$ cat src/rtl/demux_pkg.sv
// Shared definitions for the registered 1-to-2 demultiplexer: widths, port selects
// and the per-port register operation decode.
package demux_pkg;

  localparam int DATA_W_DEF = 32;
  localparam int CNT_W_DEF  = 16;
  localparam int NUM_PORTS  = 2;

  localparam logic SEL_A = 1'b0;
  localparam logic SEL_B = 1'b1;

  // What a holding register does on the next edge; encoded as {load, drain}.
  typedef enum logic [1:0] {
    PORT_HOLD  = 2'b00,
    PORT_DRAIN = 2'b01,
    PORT_LOAD  = 2'b10,
    PORT_PASS  = 2'b11
  } port_op_e;

  function automatic port_op_e port_op(input logic load, input logic drain);
    port_op_e op;
    case ({load, drain})
      2'b01:   op = PORT_DRAIN;
      2'b10:   op = PORT_LOAD;
      2'b11:   op = PORT_PASS;
      default: op = PORT_HOLD;
    endcase
    return op;
  endfunction

endpackage

$ cat src/rtl/demux_port_reg.sv
// One output port of the demux: a one-entry holding register with valid/ready
// handshake and a saturating count of delivered words.
module demux_port_reg
  import demux_pkg::*;
#(
  parameter int DATA_W = DATA_W_DEF,
  parameter int CNT_W  = CNT_W_DEF
) (
  input  logic              clk,
  input  logic              rst,
  input  logic              load,
  input  logic [DATA_W-1:0] load_data,
  input  logic              ready,
  output logic [DATA_W-1:0] data,
  output logic              valid,
  output logic [CNT_W-1:0]  count,
  output logic              can_load
);

  logic [DATA_W-1:0] data_reg, data_next;
  logic              valid_reg, valid_next;
  logic [CNT_W-1:0]  count_reg, count_next;
  logic              drain;
  port_op_e          op;

  assign drain    = valid_reg & ready;
  assign can_load = ~valid_reg | ready;
  assign op       = port_op(load, drain);

  always_comb begin
    data_next  = data_reg;
    valid_next = valid_reg;
    case (op)
      PORT_LOAD, PORT_PASS: begin
        data_next  = load_data;
        valid_next = 1'b1;
      end
      PORT_DRAIN: valid_next = 1'b0;
      default: ;
    endcase
  end

  // Counter sticks at all-ones instead of wrapping.
  always_comb begin
    count_next = count_reg;
    if (drain && (count_reg != {CNT_W{1'b1}}))
      count_next = count_reg + CNT_W'(1);
  end

  always_ff @(posedge clk or posedge rst) begin
    if (rst) begin
      data_reg  <= '0;
      valid_reg <= 1'b0;
      count_reg <= '0;
    end else begin
      data_reg  <= data_next;
      valid_reg <= valid_next;
      count_reg <= count_next;
    end
  end

  assign data  = data_reg;
  assign valid = valid_reg;
  assign count = count_reg;

endmodule

$ cat src/rtl/demux_1_to_2_reg.sv
// Registered 1-to-2 demultiplexer with valid/ready flow control. The input only
// stalls on the port it addresses; outputs are purely registered.
module demux_1_to_2_reg
  import demux_pkg::*;
#(
  parameter int DATA_W = DATA_W_DEF,
  parameter int CNT_W  = CNT_W_DEF
) (
  input  logic              clk,
  input  logic              rst,
  input  logic [DATA_W-1:0] in_data,
  input  logic              in_select,
  input  logic              in_valid,
  output logic              in_ready,
  output logic [DATA_W-1:0] a_data,
  output logic              a_valid,
  input  logic              a_ready,
  output logic [DATA_W-1:0] b_data,
  output logic              b_valid,
  input  logic              b_ready,
  output logic [CNT_W-1:0]  a_count,
  output logic [CNT_W-1:0]  b_count
);

  logic                 ready_vec    [NUM_PORTS];
  logic                 load_vec     [NUM_PORTS];
  logic                 can_load_vec [NUM_PORTS];
  logic                 valid_vec    [NUM_PORTS];
  logic [DATA_W-1:0]    data_arr     [NUM_PORTS];
  logic [CNT_W-1:0]     count_arr    [NUM_PORTS];

  assign ready_vec[0] = a_ready;
  assign ready_vec[1] = b_ready;

  generate
    for (genvar gi = 0; gi < NUM_PORTS; gi++) begin : g_port
      localparam logic PORT_SEL = (gi == 0) ? SEL_A : SEL_B;

      // A port loads only when the word is addressed to it and it can take it.
      assign load_vec[gi] = in_valid & (in_select == PORT_SEL) & can_load_vec[gi];

      demux_port_reg #(
        .DATA_W (DATA_W),
        .CNT_W  (CNT_W)
      ) u_port (
        .clk       (clk),
        .rst       (rst),
        .load      (load_vec[gi]),
        .load_data (in_data),
        .ready     (ready_vec[gi]),
        .data      (data_arr[gi]),
        .valid     (valid_vec[gi]),
        .count     (count_arr[gi]),
        .can_load  (can_load_vec[gi])
      );
    end
  endgenerate

  assign in_ready = (in_select == SEL_B) ? can_load_vec[1] : can_load_vec[0];

  assign a_data  = data_arr[0];
  assign a_valid = valid_vec[0];
  assign a_count = count_arr[0];
  assign b_data  = data_arr[1];
  assign b_valid = valid_vec[1];
  assign b_count = count_arr[1];

endmodule
$ cat config.mk
export PLATFORM = sky130hd
export DESIGN_NAME = demux_1_to_2_reg
export DESIGN_NICKNAME = d
export VERILOG_FILES = /design/src/rtl/demux_pkg.sv /design/src/rtl/demux_port_reg.sv /design/src/rtl/demux_1_to_2_reg.sv
export SDC_FILE = /design/constraint.sdc
export NUM_CORES = 1
export LEC_CHECK = 0
export ABC_AREA = 1
export CORE_MARGIN = 2
export CORE_UTILIZATION = 40
export CTS_CLUSTER_DIAMETER = 80
export DETAILED_ROUTE_END_ITERATION = 12
export GPL_ROUTABILITY_DRIVEN = 0
export PLACE_DENSITY = 0.7
export SETUP_SLACK_MARGIN = 0.1
export SLEW_MARGIN = 25
export SYNTH_ARGS = -nofsm -noshare
export SYNTH_HDL_FRONTEND = slang
export SYNTH_SLANG_ARGS = --single-unit
$ cat constraint.sdc
create_clock -name clk -period 10.7 [get_ports clk]
set_input_delay 3.21 -clock clk [delete_from_list [all_inputs] [get_ports clk]]
set_output_delay 3.21 -clock clk [all_outputs]
set_load 0.01 [all_outputs]
* After elaboration in Yosys (flattened, before gate mapping) *
Cells that the tools add are included.

storage, ports and cells
  flip-flop bits (word level) = 98
  bits of input ports = 38
  output and inout bits = 99
  logic and storage cells = 44

operators by class
  $add $sub $neg = 2
  eq/ne operators = 14
  mux-type cells = 5
  bitwise operators = 11
  reductions and logical operators = 6

operator list
  kind                   count
  $add 16x1->16 const B  2
  $ne 16x16->1 const B   2
  $eq 2x2->1 const B     8
  $pmux 2 s3             2
  $eq 2x1->1 const B     4
  $and 1x1->1            6
  $pmux 1 s2             2
  $reduce_bool 2->1      2
  $reduce_or 2->1        2
  $not 1->1              3
  $logic_and 1x1->1      2
  $or 1x1->1             2
  $mux 1                 1

* Depth between registers and ports, before layout *
Gate-level depths: netlist (run 1).

  word-level depth = 8
  mapped depth = 9
  depth with buffers taken out = 9

* Cells and area by module *
From an unflattened synthesis (run 1), not the netlist that was laid out.

second synthesis, totals
  cells, all modules = 581
  area total of the unflattened synthesis = 4,543.1 sq um

by module, submodules not included
  module            times used  cells each  area an instance (sq um)  sequential area each (sq um)
  demux_port_reg    2           287         2,255.9                   1,226.2
  demux_1_to_2_reg  1           7           31.3                      0.0

* Worst setup path after synthesis (run 1) *
Ideal clock, no wire load.

  path type = input -> output
  from = input a_ready
  to = output in_ready
  arrival = 3,448 ps
  required time = 7,490 ps
  path slack = 4,042 ps
  cell stages on the path = 4
  path buffers = 0
  path through = inv_1 -> nand2_1 -> nand2_1 -> nand2_1

on the way
  cells in the longest elaborated chain, start to end = 2

RTL lines
  item             line                    text
  start, declared  demux_1_to_2_reg.sv:17  input logic a_ready,
  $or 1x1->1       demux_port_reg.sv:27    assign can_load = ~valid_reg | ready;
  $mux 1           demux_1_to_2_reg.sv:59  assign in_ready = (in_select == SEL_B) ? can_load_vec[1] : can_load_vec[0];
  end, declared    demux_1_to_2_reg.sv:14  output logic in_ready,

Every way passes these cells.

* Worst setup path in the final report (run 1) *
Same ends and word-level chain as after synthesis.

==> flow_metrics.env, run 1 <==
export IMPL_antenna_found_initial=0
export IMPL_seq_area_frac_synth_pct=55.07
export IMPL_port_buffers=136
export IMPL_path_max_fanout=3
export IMPL_routed_wl_mm=10.82
export IMPL_grt_max_degree=66
export IMPL_start_kind="primary input"
export IMPL_synth_most_common_cell="nand2_1"
export IMPL_hold_path_class="flop to flop"
export IMPL_tightest_slew_ps=627.3
export IMPL_synth_main_ff_cell="dfrtp_1"
export IMPL_numCtsBuffers=9
export IMPL_cp_arrival_ps=4530
export IMPL_io_pins=137
export IMPL_final_hold_violation_count=0
export IMPL_largest_reg_flops=64
export IMPL_criticalPathCategory="primary input to output pin"
export IMPL_fin_util_pct=56.63
export IMPL_yosys_warnings=0
export IMPL_finalNetCount=719
export IMPL_syn_area_per_cell_um2=8.156
export IMPL_hpwl_mm=7.834
export IMPL_clkTransAtPathRegs_ps=90
export IMPL_wire_per_inst_um=13.13
export IMPL_setup_ws_ps=2959
export IMPL_avgViaCountPerCell=4.773
export IMPL_ys_top_cells_by_area="dfrtp_1 (55%), nand2_1 (17%), o21ai_0 (8.2%), inv_1 (5.1%), nor2_1 (3.1%)"
export IMPL_clk_latency_ps=350
export IMPL_syn_area_um2=4453
export IMPL_synthTopCellsByCount="nand2_1 (201), dfrtp_1 (98), o21ai_0 (73)"
export IMPL_grt_total_usage_pct=19.03
export IMPL_drive_above_1_share_pct=5.117
export IMPL_die_h_um=109.5
export IMPL_outcome="finished, final reports clean"
export IMPL_synthesis_nets=586
export IMPL_leakagePower_nw=2.823
export IMPL_ys_types=20
export IMPL_vias=3933
export IMPL_relSlewSlack_pct=58.18
export IMPL_synth_top_cell_by_area="dfrtp_1"
export IMPL_ir_worst_vdd_v=0.00008093
export IMPL_final_max_slew_viol_count=0
export IMPL_synth_cells=546
export IMPL_period_minus_slack_ps=7741
export IMPL_drc=0
export IMPL_grt_pass1_wl_mm=17.87
export IMPL_cts_root_buf="clkbuf_8"
export IMPL_yosysTopAreaCellShare_pct=55.07
export IMPL_ant_nets=0
export IMPL_design_die_area_um2=11990
export IMPL_pre_cts_slack_ps=2964
export IMPL_h_tree_depth=3
export IMPL_die_w_um=109.5
export IMPL_min_period_over_period_pct=72.34
export IMPL_syn_to_final_growth_pct=37.85
export IMPL_start_util_pct=41.08
export IMPL_clock_path_buffers=2
export IMPL_async_flop_share_pct=100.0
export IMPL_first_iter_violations=204
export IMPL_grt_overflow=0
export IMPL_timing_fmax_mhz=129.2
export IMPL_cts_resized=0
export IMPL_worst_setup_path_end_kind="output pin"
export IMPL_post_cts_setup_buffers=0
export IMPL_firstDrtPassIters=4
export IMPL_p_per_area_nw_per_um2=165.2
export IMPL_skew_ps=5.658
export IMPL_diodes=0
export IMPL_cts_sinks=98
export IMPL_rsz0062_at_grt="no"
export IMPL_synth_edff_count=0
export IMPL_ys_ff_latch=98
export IMPL_setup_tns_final_ps=0
export IMPL_row_count=38
export IMPL_cts_tree="yes"
export IMPL_core_area_um2=10840
export IMPL_setup_viol=0
export IMPL_hold_buffers=0
export IMPL_grt_pass1_vias=3733
export IMPL_drv_cap=0
export IMPL_critPathRequiredTime_ps=7490
[layout by cell type, fill, tap and decap left out]
cell type and count:
clkinv_2 4, ha_1 2, nand2_4 1, nand2_2 3, nor2_4 5, clkdlybuf4s50_1 136
buf_4 1, inv_4 1, xnor2_1 3, inv_1 60, clkbuf_8 9, nor2_2 2
xor2_1 4, nand4_1 12, dfrtp_1 98, nand2_1 201, bufinv_16 1, nand3b_1 9
nor2_1 37, clkinvlp_4 1, inv_2 1, clkbuf_1 1, nand3_4 2, o21ai_0 73
o21ai_2 4, nand3_1 13
[stage by stage]
| stage | power (W) | cells | area, um^2 | hold WS (ps) |
|---|---|---|---|---|
| floorplan | 0.0006133 | 546 | 4453 | 518.7 |
| global placement | 0.0007826 | 808 | 5938 | 464.4 |
| detailed placement | 0.0007921 | 808 | 5953 | 471.9 |
| CTS | 0.001029 | 824 | 6138 | 494.1 |
| global route | 0.001080 | 824 | 6138 | 510.7 |
| finish | 0.001014 | 824 | 6138 | 489.7 |
[metal layers]
layer / wire [um] / global-route usage (%)
met4: 150 / 6.781
met5: 0 / 0
met1: 4766 / 25.04
met3: 795 / 6.402
met2: 5108 / 29.37
[power by group]
| group | switching [W] | internal (W) | leakage (nW) | total, W |
|---|---|---|---|---|
| registers | 0.0000596 | 0.000432 | 1.24 | 0.000492 |
| logic | 0.000134 | 0.000157 | 1.48 | 0.000291 |
| clock network | 0.000125 | 0.000107 | 0.0958 | 0.000231 |
| total | 0.000318 | 0.000696 | 2.82 | 0.00101 |
[critical path, stage by stage]
cell	delay [ps]
clkdlybuf4s50_1	480
inv_1	50
nand2_1	130
nand2_1	70
nand2_1	70
clkdlybuf4s50_1	530
[logic make-up (layout without fill, tap and decap cells)]
kind of cell               count (synthesis)  in the layout  synth area share [%]
AOI/OAI and AO/OA                         77             77                 8.991
and+or+nand+nor                          285            285                 27.17
buffers and inverters                     77            215                 6.828
DFF                                       98             98                 55.07
adders and majority gates                  2              2                0.5619
xor gates and xnor gates                   7              7                 1.377
[cell type report]
type / instances / area, um^2
fillers: 1043 / 4702
flip-flops and latches: 98 / 2452
multi-input cells: 371 / 1722
repair buffers: 137 / 1369
inverters: 62 / 235.2
well taps: 140 / 175.2
clock buffers: 10 / 127.6
clock inverters: 6 / 57.56
[path summary, 6_finish.rpt]
| path | startpoint | endpoint | slack, ps | depth (start not counted) |
|---|---|---|---|---|
| max in group asynchronous | rst | g_port[1].u_port.data[14] | 6370 | 3 |
| max | a_ready | in_ready | 2960 | 6 |
| max reg2reg | g_port[0].u_port.count[0] | g_port[0].u_port.count[4] | 8890 | 9 |
| min | g_port[1].u_port.data[6] | g_port[1].u_port.data[6] | 490 | 2 |
| min in group asynchronous | rst | g_port[0].u_port.count[1] | 3270 | 2 |
| min reg2reg | g_port[1].u_port.data[6] | g_port[1].u_port.data[6] | 490 | 2 |
Note: power is estimated with default switching activity, not from simulation.
==> run 2, diff against run 1 <==
==> constraint.sdc (replaced) <==
create_clock -name clk -period 8 [get_ports clk]
set_input_delay 2.4 -clock clk [delete_from_list [all_inputs] [get_ports clk]]
set_output_delay 2.4 -clock clk [all_outputs]
set_load 0.01 [all_outputs]
==> run 2 against run 1 <==
  * Die area is the same
  * Clock power increased by 56%
  * Flip-flop and latch count stayed put
  * Highest routed layer unchanged
  * Largest cell class unchanged
==> flow_metrics.env, run 2 (synthesized netlist as in run 1, its figures left out) <==
export IMPL_outcome="finished, final reports clean"
export IMPL_relSlewSlack_pct=57.53
export IMPL_antenna_found_initial=0
export IMPL_drc=0
export IMPL_diodes=0
export IMPL_vias=3974
export IMPL_cts_root_buf="clkbuf_8"
export IMPL_cts_sinks=98
export IMPL_hpwl_mm=7.767
export IMPL_grt_overflow=0
export IMPL_layout_common_cells="nand2_1 (201), clkdlybuf4s50_1 (136), dfrtp_1 (98), o21ai_0 (73), inv_1 (60)"
export IMPL_pre_cts_slack_ps=1877
export IMPL_critPathRequiredTime_ps=5600
export IMPL_avgViaCountPerCell=4.823
export IMPL_clock_path_buffers=2
export IMPL_first_iter_violations=229
export IMPL_final_hold_violation_count=0
export IMPL_cp_common_cell="nand2_1"
export IMPL_p_per_area_nw_per_um2=227.8
export IMPL_core_area_um2=10840
export IMPL_largest_reg_flops=64
export IMPL_worst_setup_path_end_kind="output pin"
export IMPL_worst_path_stages=6
export IMPL_top_layer="met4"
export IMPL_grt_max_degree=66
export IMPL_met2_length_mm=5.070
export IMPL_cts_resized=0
export IMPL_cts_tree="yes"
export IMPL_leakagePower_nw=2.828
export IMPL_die_h_um=109.5
export IMPL_grt_pass1_vias=3880
export IMPL_path_cells="clkdlybuf4s50_1 > inv_1 > nand2_1 > nand2_1 > nand2_1 > clkdlybuf4s50_1"
export IMPL_seq_power_share_pct=46.7
export IMPL_rr_endpoint="g_port[1].u_port.count[0]"
export IMPL_syn_to_final_growth_pct=38.80
export IMPL_drive_above_1_share_pct=5.263
export IMPL_numCtsBuffers=9
export IMPL_grt_pass1_wl_mm=17.88
export IMPL_rr_startpoint="g_port[1].u_port.count[0]"
export IMPL_placedCellCount=808
export IMPL_hold_path_class="flop to flop"
export IMPL_num_fill_cells=1031
export IMPL_drv_cap=0
export IMPL_ant_nets=0
export IMPL_path_buf_inv=3
export IMPL_row_count=38
export IMPL_h_tree_depth=3
export IMPL_final_max_slew_viol_count=0
export IMPL_die_w_um=109.5
export IMPL_met1Wirelength_mm=4.697
export IMPL_p_clk_share_pct=25.7
export IMPL_post_cts_setup_buffers=0
export IMPL_rsz0062_at_grt="no"
export IMPL_power_frac_comb_pct=27.6
export IMPL_grt_total_usage_pct=18.92
export IMPL_skew_ps=9.259
export IMPL_ir_worst_vdd_v=0.0001309
export IMPL_finalNetCount=719
export IMPL_layout_commonest_cell="nand2_1"
export IMPL_criticalPathCategory="primary input to output pin"
export IMPL_wire_per_inst_um=13.06
export IMPL_start_util_pct=41.08
export IMPL_hold_buffers=0
export IMPL_timing_fmax_mhz=163.2
export IMPL_clkTransAtPathRegs_ps=90
export IMPL_tightest_slew_ps=637.1
export IMPL_cpMaxStageDelayCell="clkdlybuf4s50_1"
export IMPL_crit_end="in_ready"
export IMPL_period_minus_slack_ps=6129
export IMPL_stdcell_count=824
export IMPL_swShare_pct=30.94
export IMPL_design_die_area_um2=11990
export IMPL_setup_ws_ps=1871
export IMPL_firstDrtPassIters=4
export IMPL_min_period_over_period_pct=76.61
export IMPL_slowest_delay_ps=520
export IMPL_setup_viol=0
export IMPL_setup_tns_final_ps=0
export IMPL_fin_util_pct=57.02
export IMPL_start_kind="primary input"
export IMPL_routed_wl_mm=10.76
export IMPL_cp_top_family="buffers and inverters"
export IMPL_reg2reg_slack_ps=6190
export IMPL_worst_r2r_path_depth=8
export IMPL_met3_wirelength_um=841
export IMPL_path_max_fanout=3
export IMPL_clk_latency_ps=360
export IMPL_net_switching_power_w=0.0004358
export IMPL_intPower_w=0.0009725
export IMPL_critPathLaunch="b_ready"
export IMPL_port_buffers=136
export IMPL_io_pins=137
export IMPL_cp_arrival_ps=3730
-- run 2: area by class of cell --
type	count	area (um^2)	share of cell area, %
Clock buffer	10	137.6	2.227
Timing Repair Buffer	137	1369	22.15
Inverter	62	235.2	3.806
Sequential cell	98	2452	39.68
Tap cell	140	175.2	2.834
Multi-Input combinational cell	371	1722	27.85
Clock inverter	6	90.09	1.457
-- run 2: power groups by stage --
| stage | registers [W] | logic (W) | clock network [W] |
|---|---|---|---|
| after detailed placement | 0.000666 | 0.000392 | 0 |
| after CTS | 0.000657 | 0.000395 | 0.000371 |
| final | 0.000658 | 0.000389 | 0.000361 |
| after global routing | 0.000671 | 0.000432 | 0.000390 |
| after global placement | 0.000662 | 0.000384 | 0 |
| after floorplan | 0.000692 | 0.000128 | 0 |
-- run 2: metal layers --
layer,vias to the layer above,global-route usage [%]
li1,1975,-
met1,1876,23.61
met2,112,30.51
met3,11,6.224
met4,0,7.233
met5,-,0
-- run 2: stage by stage --
stage	power, W	hold slack (ps)	instance area (um^2)
3_5_place_dp	0.001058	472.1	5953
3_3_place_gp	0.001047	464.4	5938
4_1_cts	0.001423	494.6	6181
6_report	0.001408	490.8	6181
2_1_floorplan	0.0008204	518.7	4453
5_1_grt	0.001493	514.0	6181
-- run 2: worst min-delay path by stage --
| stage | startpoint | to | cells after the start |
|---|---|---|---|
| CTS | g_port[1].u_port.data[8] | g_port[1].u_port.data[8] | 2 |
| detailed placement | g_port[0].u_port.data[15] | g_port[0].u_port.data[15] | 2 |
| global placement | g_port[1].u_port.data[8] | g_port[1].u_port.data[8] | 2 |
| floorplan | g_port[0].u_port.data[0] | g_port[0].u_port.data[0] | 2 |
| global route | g_port[1].u_port.data[4] | g_port[1].u_port.data[4] | 2 |
| finish | g_port[1].u_port.data[8] | g_port[1].u_port.data[8] | 2 |
-- run 2: worst register-to-register path, cell delays in order (launching register included) --
cell and delay (ps):
dfrtp_1 470, ha_1 290, nand3_1 130, inv_1 80, nand2_1 90, nor2_2 60, nor2_1 420, nand2_1 120
nand2_1 100
